<file path="src/rtl/game_pkg.sv">
`default_nettype none
// +------------------------------------------------------------------+
// | game_pkg : shared direction/key codes and default timing         |
// | Rev 1.0                                                          |
// +------------------------------------------------------------------+
package game_pkg;

    typedef enum logic [1:0] {
        DIR_UP    = 2'd0,
        DIR_RIGHT = 2'd1,
        DIR_DOWN  = 2'd2,
        DIR_LEFT  = 2'd3
    } dir_t;

    typedef enum logic [1:0] {
        KEY_NONE  = 2'b00,
        KEY_LEFT  = 2'b01,
        KEY_RIGHT = 2'b10
    } key_t;

    localparam int c_debounce_cycles = 1_300_000;
    localparam int c_repeat_delay    = 32_500_000;
    localparam int c_repeat_period   = 9_750_000;

    function automatic int cnt_width(input int n);
        return (n > 1) ? $clog2(n) : 1;
    endfunction

endpackage
`default_nettype wire

</file>
<file path="src/rtl/debouncer.sv">
`default_nettype none
// +------------------------------------------------------------------+
// | debouncer : 2-flop synchronizer plus stable-level debouncer      |
// | Rev 1.0                                                          |
// +------------------------------------------------------------------+
module debouncer
    import game_pkg::*;
#(
    parameter int DEBOUNCE_CYCLES = c_debounce_cycles
) (
    input  logic clk,
    input  logic rst,
    input  logic btn,
    output logic level,
    output logic press
);

    localparam int                 c_cnt_w    = cnt_width(DEBOUNCE_CYCLES);
    localparam logic [c_cnt_w-1:0] c_cnt_last = c_cnt_w'(DEBOUNCE_CYCLES - 1);

    logic               r_sync0;
    logic               r_sync1;
    logic               r_stable;
    logic               r_level;
    logic               r_press;
    logic [c_cnt_w-1:0] r_cnt;

    // level and press are re-registered together so they stay cycle-aligned
    always_ff @(posedge clk) begin
        if (rst) begin
            r_sync0  <= 1'b0;
            r_sync1  <= 1'b0;
            r_stable <= 1'b0;
            r_level  <= 1'b0;
            r_press  <= 1'b0;
            r_cnt    <= '0;
        end else begin
            r_sync0 <= btn;
            r_sync1 <= r_sync0;
            if (r_sync1 == r_stable) begin
                r_cnt <= '0;
            end else if (r_cnt == c_cnt_last) begin
                r_stable <= ~r_stable;
                r_cnt    <= '0;
            end else begin
                r_cnt <= r_cnt + 1'b1;
            end
            r_level <= r_stable;
            r_press <= r_stable & ~r_level;
        end
    end

    assign level = r_level;
    assign press = r_press;

endmodule
`default_nettype wire

</file>
<file path="src/rtl/player_input.sv">
`default_nettype none
// +------------------------------------------------------------------+
// | player_input : buttons -> shield direction, menu keys, confirm   |
// | Rev 1.0                                                          |
// +------------------------------------------------------------------+
module player_input
    import game_pkg::*;
#(
    parameter int DEBOUNCE_CYCLES = c_debounce_cycles,
    parameter int REPEAT_DELAY    = c_repeat_delay,
    parameter int REPEAT_PERIOD   = c_repeat_period
) (
    input  logic       clk,
    input  logic       rst,
    input  logic       btn_up,
    input  logic       btn_right,
    input  logic       btn_down,
    input  logic       btn_left,
    input  logic       btn_center,
    output logic [1:0] rotate_out,
    output logic [1:0] key_out,
    output logic       decide_out
);

    localparam int c_up     = 0;
    localparam int c_right  = 1;
    localparam int c_down   = 2;
    localparam int c_left   = 3;
    localparam int c_center = 4;

    localparam int                 c_rep_w      = cnt_width(REPEAT_DELAY + REPEAT_PERIOD);
    localparam logic [c_rep_w-1:0] c_rep_first  = c_rep_w'(REPEAT_DELAY - 1);
    localparam logic [c_rep_w-1:0] c_rep_next   = c_rep_w'(REPEAT_DELAY + REPEAT_PERIOD - 1);
    localparam logic [c_rep_w-1:0] c_rep_reload = c_rep_w'(REPEAT_DELAY);

    logic [4:0] w_btn;
    logic [4:0] w_level;
    logic [4:0] w_press;
    logic       w_one_held;
    logic       w_unused_levels;
    key_t       w_held_key;

    dir_t               r_rot;
    key_t               r_key;
    logic               r_decide;
    logic [c_rep_w-1:0] r_rep;

    assign w_btn = {btn_center, btn_left, btn_down, btn_right, btn_up};

    generate
        for (genvar gi = 0; gi < 5; gi++) begin : g_btn
            debouncer #(
                .DEBOUNCE_CYCLES(DEBOUNCE_CYCLES)
            ) u_debouncer (
                .clk  (clk),
                .rst  (rst),
                .btn  (w_btn[gi]),
                .level(w_level[gi]),
                .press(w_press[gi])
            );
        end
    endgenerate

    assign w_one_held      = w_level[c_left] ^ w_level[c_right];
    assign w_held_key      = w_level[c_left] ? KEY_LEFT : KEY_RIGHT;
    assign w_unused_levels = ^{w_level[c_up], w_level[c_down], w_level[c_center]};

    always_ff @(posedge clk) begin
        if (rst) begin
            r_rot    <= DIR_UP;
            r_key    <= KEY_NONE;
            r_decide <= 1'b0;
            r_rep    <= '0;
        end else begin
            if (w_press[c_up])
                r_rot <= DIR_UP;
            else if (w_press[c_right])
                r_rot <= DIR_RIGHT;
            else if (w_press[c_down])
                r_rot <= DIR_DOWN;
            else if (w_press[c_left])
                r_rot <= DIR_LEFT;

            r_decide <= w_press[c_center];

            // a press against the opposite held key falls through to the clear branch
            r_key <= KEY_NONE;
            if (w_press[c_left] && !w_level[c_right]) begin
                r_key <= KEY_LEFT;
                r_rep <= '0;
            end else if (w_press[c_right] && !w_level[c_left]) begin
                r_key <= KEY_RIGHT;
                r_rep <= '0;
            end else if (!w_one_held) begin
                r_rep <= '0;
            end else if (r_rep == c_rep_next) begin
                r_key <= w_held_key;
                r_rep <= c_rep_reload;
            end else begin
                if (r_rep == c_rep_first)
                    r_key <= w_held_key;
                r_rep <= r_rep + 1'b1;
            end
        end
    end

    assign rotate_out = r_rot;
    assign key_out    = r_key;
    assign decide_out = r_decide;

endmodule
`default_nettype wire
</file>
<file path="config.mk">
export PLATFORM = sky130hd
export DESIGN_NAME = player_input
export DESIGN_NICKNAME = d
export VERILOG_FILES = /design/src/rtl/game_pkg.sv /design/src/rtl/debouncer.sv /design/src/rtl/player_input.sv
export SDC_FILE = /design/constraint.sdc
export NUM_CORES = 1
export LEC_CHECK = 0
export CORE_MARGIN = 10
export CORE_UTILIZATION = 60
export CTS_CLUSTER_DIAMETER = 150
export CTS_CLUSTER_SIZE = 16
export DETAILED_ROUTE_END_ITERATION = 10
export GPL_TIMING_DRIVEN = 0
export PLACE_DENSITY = 0.82
export SYNTH_ARGS = -nofsm -noshare
export SYNTH_HDL_FRONTEND = slang
export SYNTH_SLANG_ARGS = --single-unit
</file>
<file path="constraint.sdc">
create_clock -name clk -period 5 [get_ports clk]
set_clock_uncertainty 0.05 [all_clocks]
set_input_delay 1.25 -clock clk [delete_from_list [all_inputs] [get_ports clk]]
set_output_delay 1.25 -clock clk [all_outputs]
set_load 0.01 [all_outputs]
</file>
==> parameters.txt <==
Parameter                              Value

Finish
  Share of the core filled with cells    around 70%
  Final std cell area, no fill    7856 um^2
  # fillers    ~900
  Share of post-route cells with drive strength above 1    4.723%
  Finished Layout Cells    990
  Number of diodes added for antenna fixing    0
  Final layout net count    ~850
  Synth-to-layout area growth    12.71%

Synthesis
  Post-synthesis async set-or-reset flop share    0%
  Post-synthesis sequential element count    161
  Number of instances in the synthesized netlist    between 800 and 900
  Mux contribution to synthesized area    0.1616%
  Share of Yosys cell area claimed by the top area cell type    between 40% and 50%
  Main combinational cell family by area after synthesis    simple AND/OR/NAND/NOR gates
  Number of synthesis warnings    0
  Synthesized-area fraction occupied by and/or/nand/nor cells    around 30%
  Share of the yosys chip area belonging to registers    between 40% and 50%
  Number of enable-type register cells in the synthesized netlist    0
  Netlist Area Pre-Place    between 6000 and 7000 um^2
  Dominant cell by count in the synthesized netlist    dfxtp_1
  Top area cells in the synthesized netlist    dfxtp_1 46%, xnor2_1 6.2%, nor2_1 5.7%, xor2_1 4.1%, nand4_1 3.5%
  Cell accounting for the most synthesized area    dfxtp_1
  Complex-gate fraction of the synthesized area    between 8 and 9%
  Area share of fa/ha/maj cells after synthesis    1.077%
  Synthesized area divided by synthesized cell count    ~8.7 um^2
  Dominant register cell in the synthesized netlist    dfxtp_1
  List of most frequent post-synthesis cells    161 x dfxtp_1, 106 x nor2_1, 49 x nand2_1, 49 x xnor2_1
  Xor-xnor portion of the synthesized cell area    10.30%
  Count of distinct cell types in the synthesized netlist    43
  Net count after synthesis    between 800 and 900

Min path
  Worst Hold Path EP    g_btn[0].u_debouncer.press$_SDFF_PP0_
  Hold wc startpoint    g_btn[0].u_debouncer.level$_SDFF_PP0_
  Worst hold path type    reg -> reg
  Number of cells traversed by the worst hold path    1

Drt
  Antenna-violating nets left    0
  Detailed-router iteration count before antenna repair    5
  Vias post-DR    slightly below 6000
  Detailed Route Iter0 Violations    399
  DR vias/cell    about 5.9
  Post-detailed-route DRC marker count    0
  WL final    about 14000 um
  DR WL/cell    14.29 um

Worst setup path
  Setup slack on the worst flop-to-flop path    between 2 and 3 ns
  Highest-delay cell along the critical path    clkdlybuf4s50_1
  Dominant delay contributor by cell family on the critical path    buffers and inverters
  Kind of start point of the critical path    primary input
  Depth of the most critical reg-to-reg path    5
  Cells along the critical path    clkdlybuf4s50_1 > clkbuf_1 > nor2_1 > o21ai_0 > clkbuf_1 > nor2_1
  Critical path depth    6
  Launching point of the worst reg2reg path    r_rep[12]$_SDFF_PP0_
  Endpoint arrival time on the critical path    ~3 ns
  Crit-path max FO    10
  Critical path buffer and inverter count    3
  End of the worst register-to-register path    r_rep[9]$_SDFF_PP0_
  Maximum single-stage delay on the critical path    0.59 ns
  Type of destination of the critical path    flop
  Type of the worst setup path    in -> reg
  Data required time of the worst path    about 5.2 ns

Run status
  Status    complete, no violations

Placed design
  Global placer's final weighted congestion    0.8742
  Number of port buffers    11
  DPL Wire Length    slightly below 10000 um
  Post-Place Setup Slack    between 1.5 and 2 ns
  Placed Cells    approximately 960
  Dpl cell area    between 7000 and 8000 um^2

Clocking
  Clk pin slew, worst setup/hold paths    0.06 ns
  TritonCTS clock tree    built
  CTS root buffer    clkbuf_16
  Number of buffers inserted during clock tree synthesis    17
  Post-cts sizing count    0
  Number of buffers on the longest clock path    2
  Num Clock Sinks    161
  Buffer count from post-CTS setup fixing    0
  H-Tree Depth    4
  Hold-fix buffers at CTS    0
  Clock latency of the later-clocked register in the worst-skew pair    around 0.42 ns

Floorplan
  Vertical extent of the die    around 130 um
  Horizontal extent of the die    127.8 um
  Number of ports placed on the die boundary    12
  Area of the core    roughly 11000 um^2
  Total die area    between 15000 and 20000 um^2
  Initial standard-cell utilization of the core    between 60% and 70%
  Site Rows    39

STA
  Final-layout setup total negative slack    0 ns
  # setup viols final    0
  Setup slack of the critical path after layout    roughly 2.2 ns
  Fmax    between 300 and 400 MHz
  Max-Slew Margin vs Limit    between 40% and 50%
  Min Tclk post-route    approximately 2.8 ns
  Pins Over Slew Limit    0
  Final hold violations    0
  Worst Tran Pin Value    about 0.82 ns
  Period Utilization, post-route    between 50% and 60%
  RSZ-0062 raised after global routing    false

Pwr
  Part of the total power dissipated in combinational logic    around 1.0%
  Sequential fraction of design power    between 40% and 50%
  Areal power density over the cells    about 330 nW/um^2
  P_sw    just under 0.5 mW
  Internal portion of total power    2.113 mW
  IR Drop Worst-Case VDD    about 0.28 mV
  Static leakage    ~2.3 nW
  Clock power share    between 40% and 50%
  Sw Share    18.85%

Global route
  First-pass GRT wire length    approximately 24000 um
  GRT Total Usage    between 15 and 20%
  Via count of the first global-routing pass    between 5000 and 6000
  Overflow after GRT    0
  Pin count of the biggest net entering global routing    17
  Antenna violations before repair    0

Flow run
  Max-cap violations    0
-- registers in the layout, summed over array words and instances, names as in the netlist --
signal	cells
rotate_out	2
g_btn.u_debouncer.r_sync0	5
g_btn.u_debouncer.press	5
g_btn.u_debouncer.level	5
r_rep	26
g_btn.u_debouncer.r_sync1	5
key_out	2
g_btn.u_debouncer.r_cnt	105
decide_out	1
g_btn.u_debouncer.r_stable	5
-- cells in the final DEF, fill, tap and decap left out, types with 6 or more instances in the layout --
| cell type | netlist | final |
|---|---|---|
| nor3_1 | 18 | 18 |
| nand3_1 | 43 | 43 |
| nor2_1 | 106 | 106 |
| ha_1 | 6 | 6 |
| clkbuf_8 | 0 | 6 |
| clkbuf_1 | 24 | 29 |
| nor2b_1 | 20 | 20 |
| inv_1 | 21 | 21 |
| or4_1 | 23 | 23 |
| nor4_1 | 22 | 22 |
| o21ai_0 | 32 | 32 |
| o31ai_1 | 17 | 17 |
| xnor2_1 | 49 | 49 |
| or3_1 | 30 | 30 |
| a21oi_1 | 43 | 43 |
| dfxtp_1 | 161 | 161 |
| and4_1 | 15 | 15 |
| clkdlybuf4s50_1 | 0 | 11 |
| nand2_1 | 49 | 49 |
| nand4_1 | 39 | 39 |
| xor2_1 | 33 | 33 |
| clkbuf_16 | 0 | 17 |
-- final cells by class --
class                      instances  area [um^2]  area share, %
tap                              143        178.9          2.277
clock inverter                     4        70.07         0.8919
inverter                          21        78.83          1.003
timing repair buffer              11        110.1          1.402
sequential                       161         3223          41.03
multi-input combinational        593         3555          45.25
clock buffer                      28        526.8          6.705
buffer                            29        113.9          1.449
-- worst max path at each step --
stage | start | end | slack, ns
after floorplan | rst | g_btn[0].u_debouncer.r_cnt[10]$_SDFF_PP0_ | 2.77
after global placement | rst | g_btn[0].u_debouncer.r_cnt[12]$_SDFF_PP0_ | 1.85
after detailed placement | rst | g_btn[0].u_debouncer.r_cnt[16]$_SDFF_PP0_ | 1.82
after CTS | rst | g_btn[0].u_debouncer.r_cnt[16]$_SDFF_PP0_ | 2.24
after global routing | rst | g_btn[0].u_debouncer.r_cnt[16]$_SDFF_PP0_ | 2.06
final | rst | g_btn[0].u_debouncer.r_cnt[16]$_SDFF_PP0_ | 2.24
-- per-stage QoR --
step	total power, mW	hold WS, ns
floorplan	1.334	0.3174
global placement	1.344	0.3216
detailed placement	1.345	0.3242
CTS	2.619	0.3321
global route	2.675	0.3406
finish	2.603	0.3309
-- routing by layer --
metal	up-vias	global-route usage (%)	routed length, um
met5	-	0	0
met1	2775	20.31	6385
met3	27	4.218	490
met2	109	29.01	6992
met4	0	8.212	283
li1	2939	-	-
-- power groups by stage --
stage | clock [mW] | sequential [mW] | combinational, mW
floorplan | 0 | 1.32 | 0.0155
global placement | 0 | 1.32 | 0.0250
detailed placement | 0 | 1.32 | 0.0259
CTS | 1.30 | 1.29 | 0.0262
global route | 1.35 | 1.29 | 0.0290
finish | 1.29 | 1.29 | 0.0259
-- cell families after synthesis --
logic type,Yosys count
simple gates,399
flops,161
compound gates,105
xor+xnor,82
buf+inv,50
fa+ha+maj,6
mux,1
(Power assumes the default switching activity.)
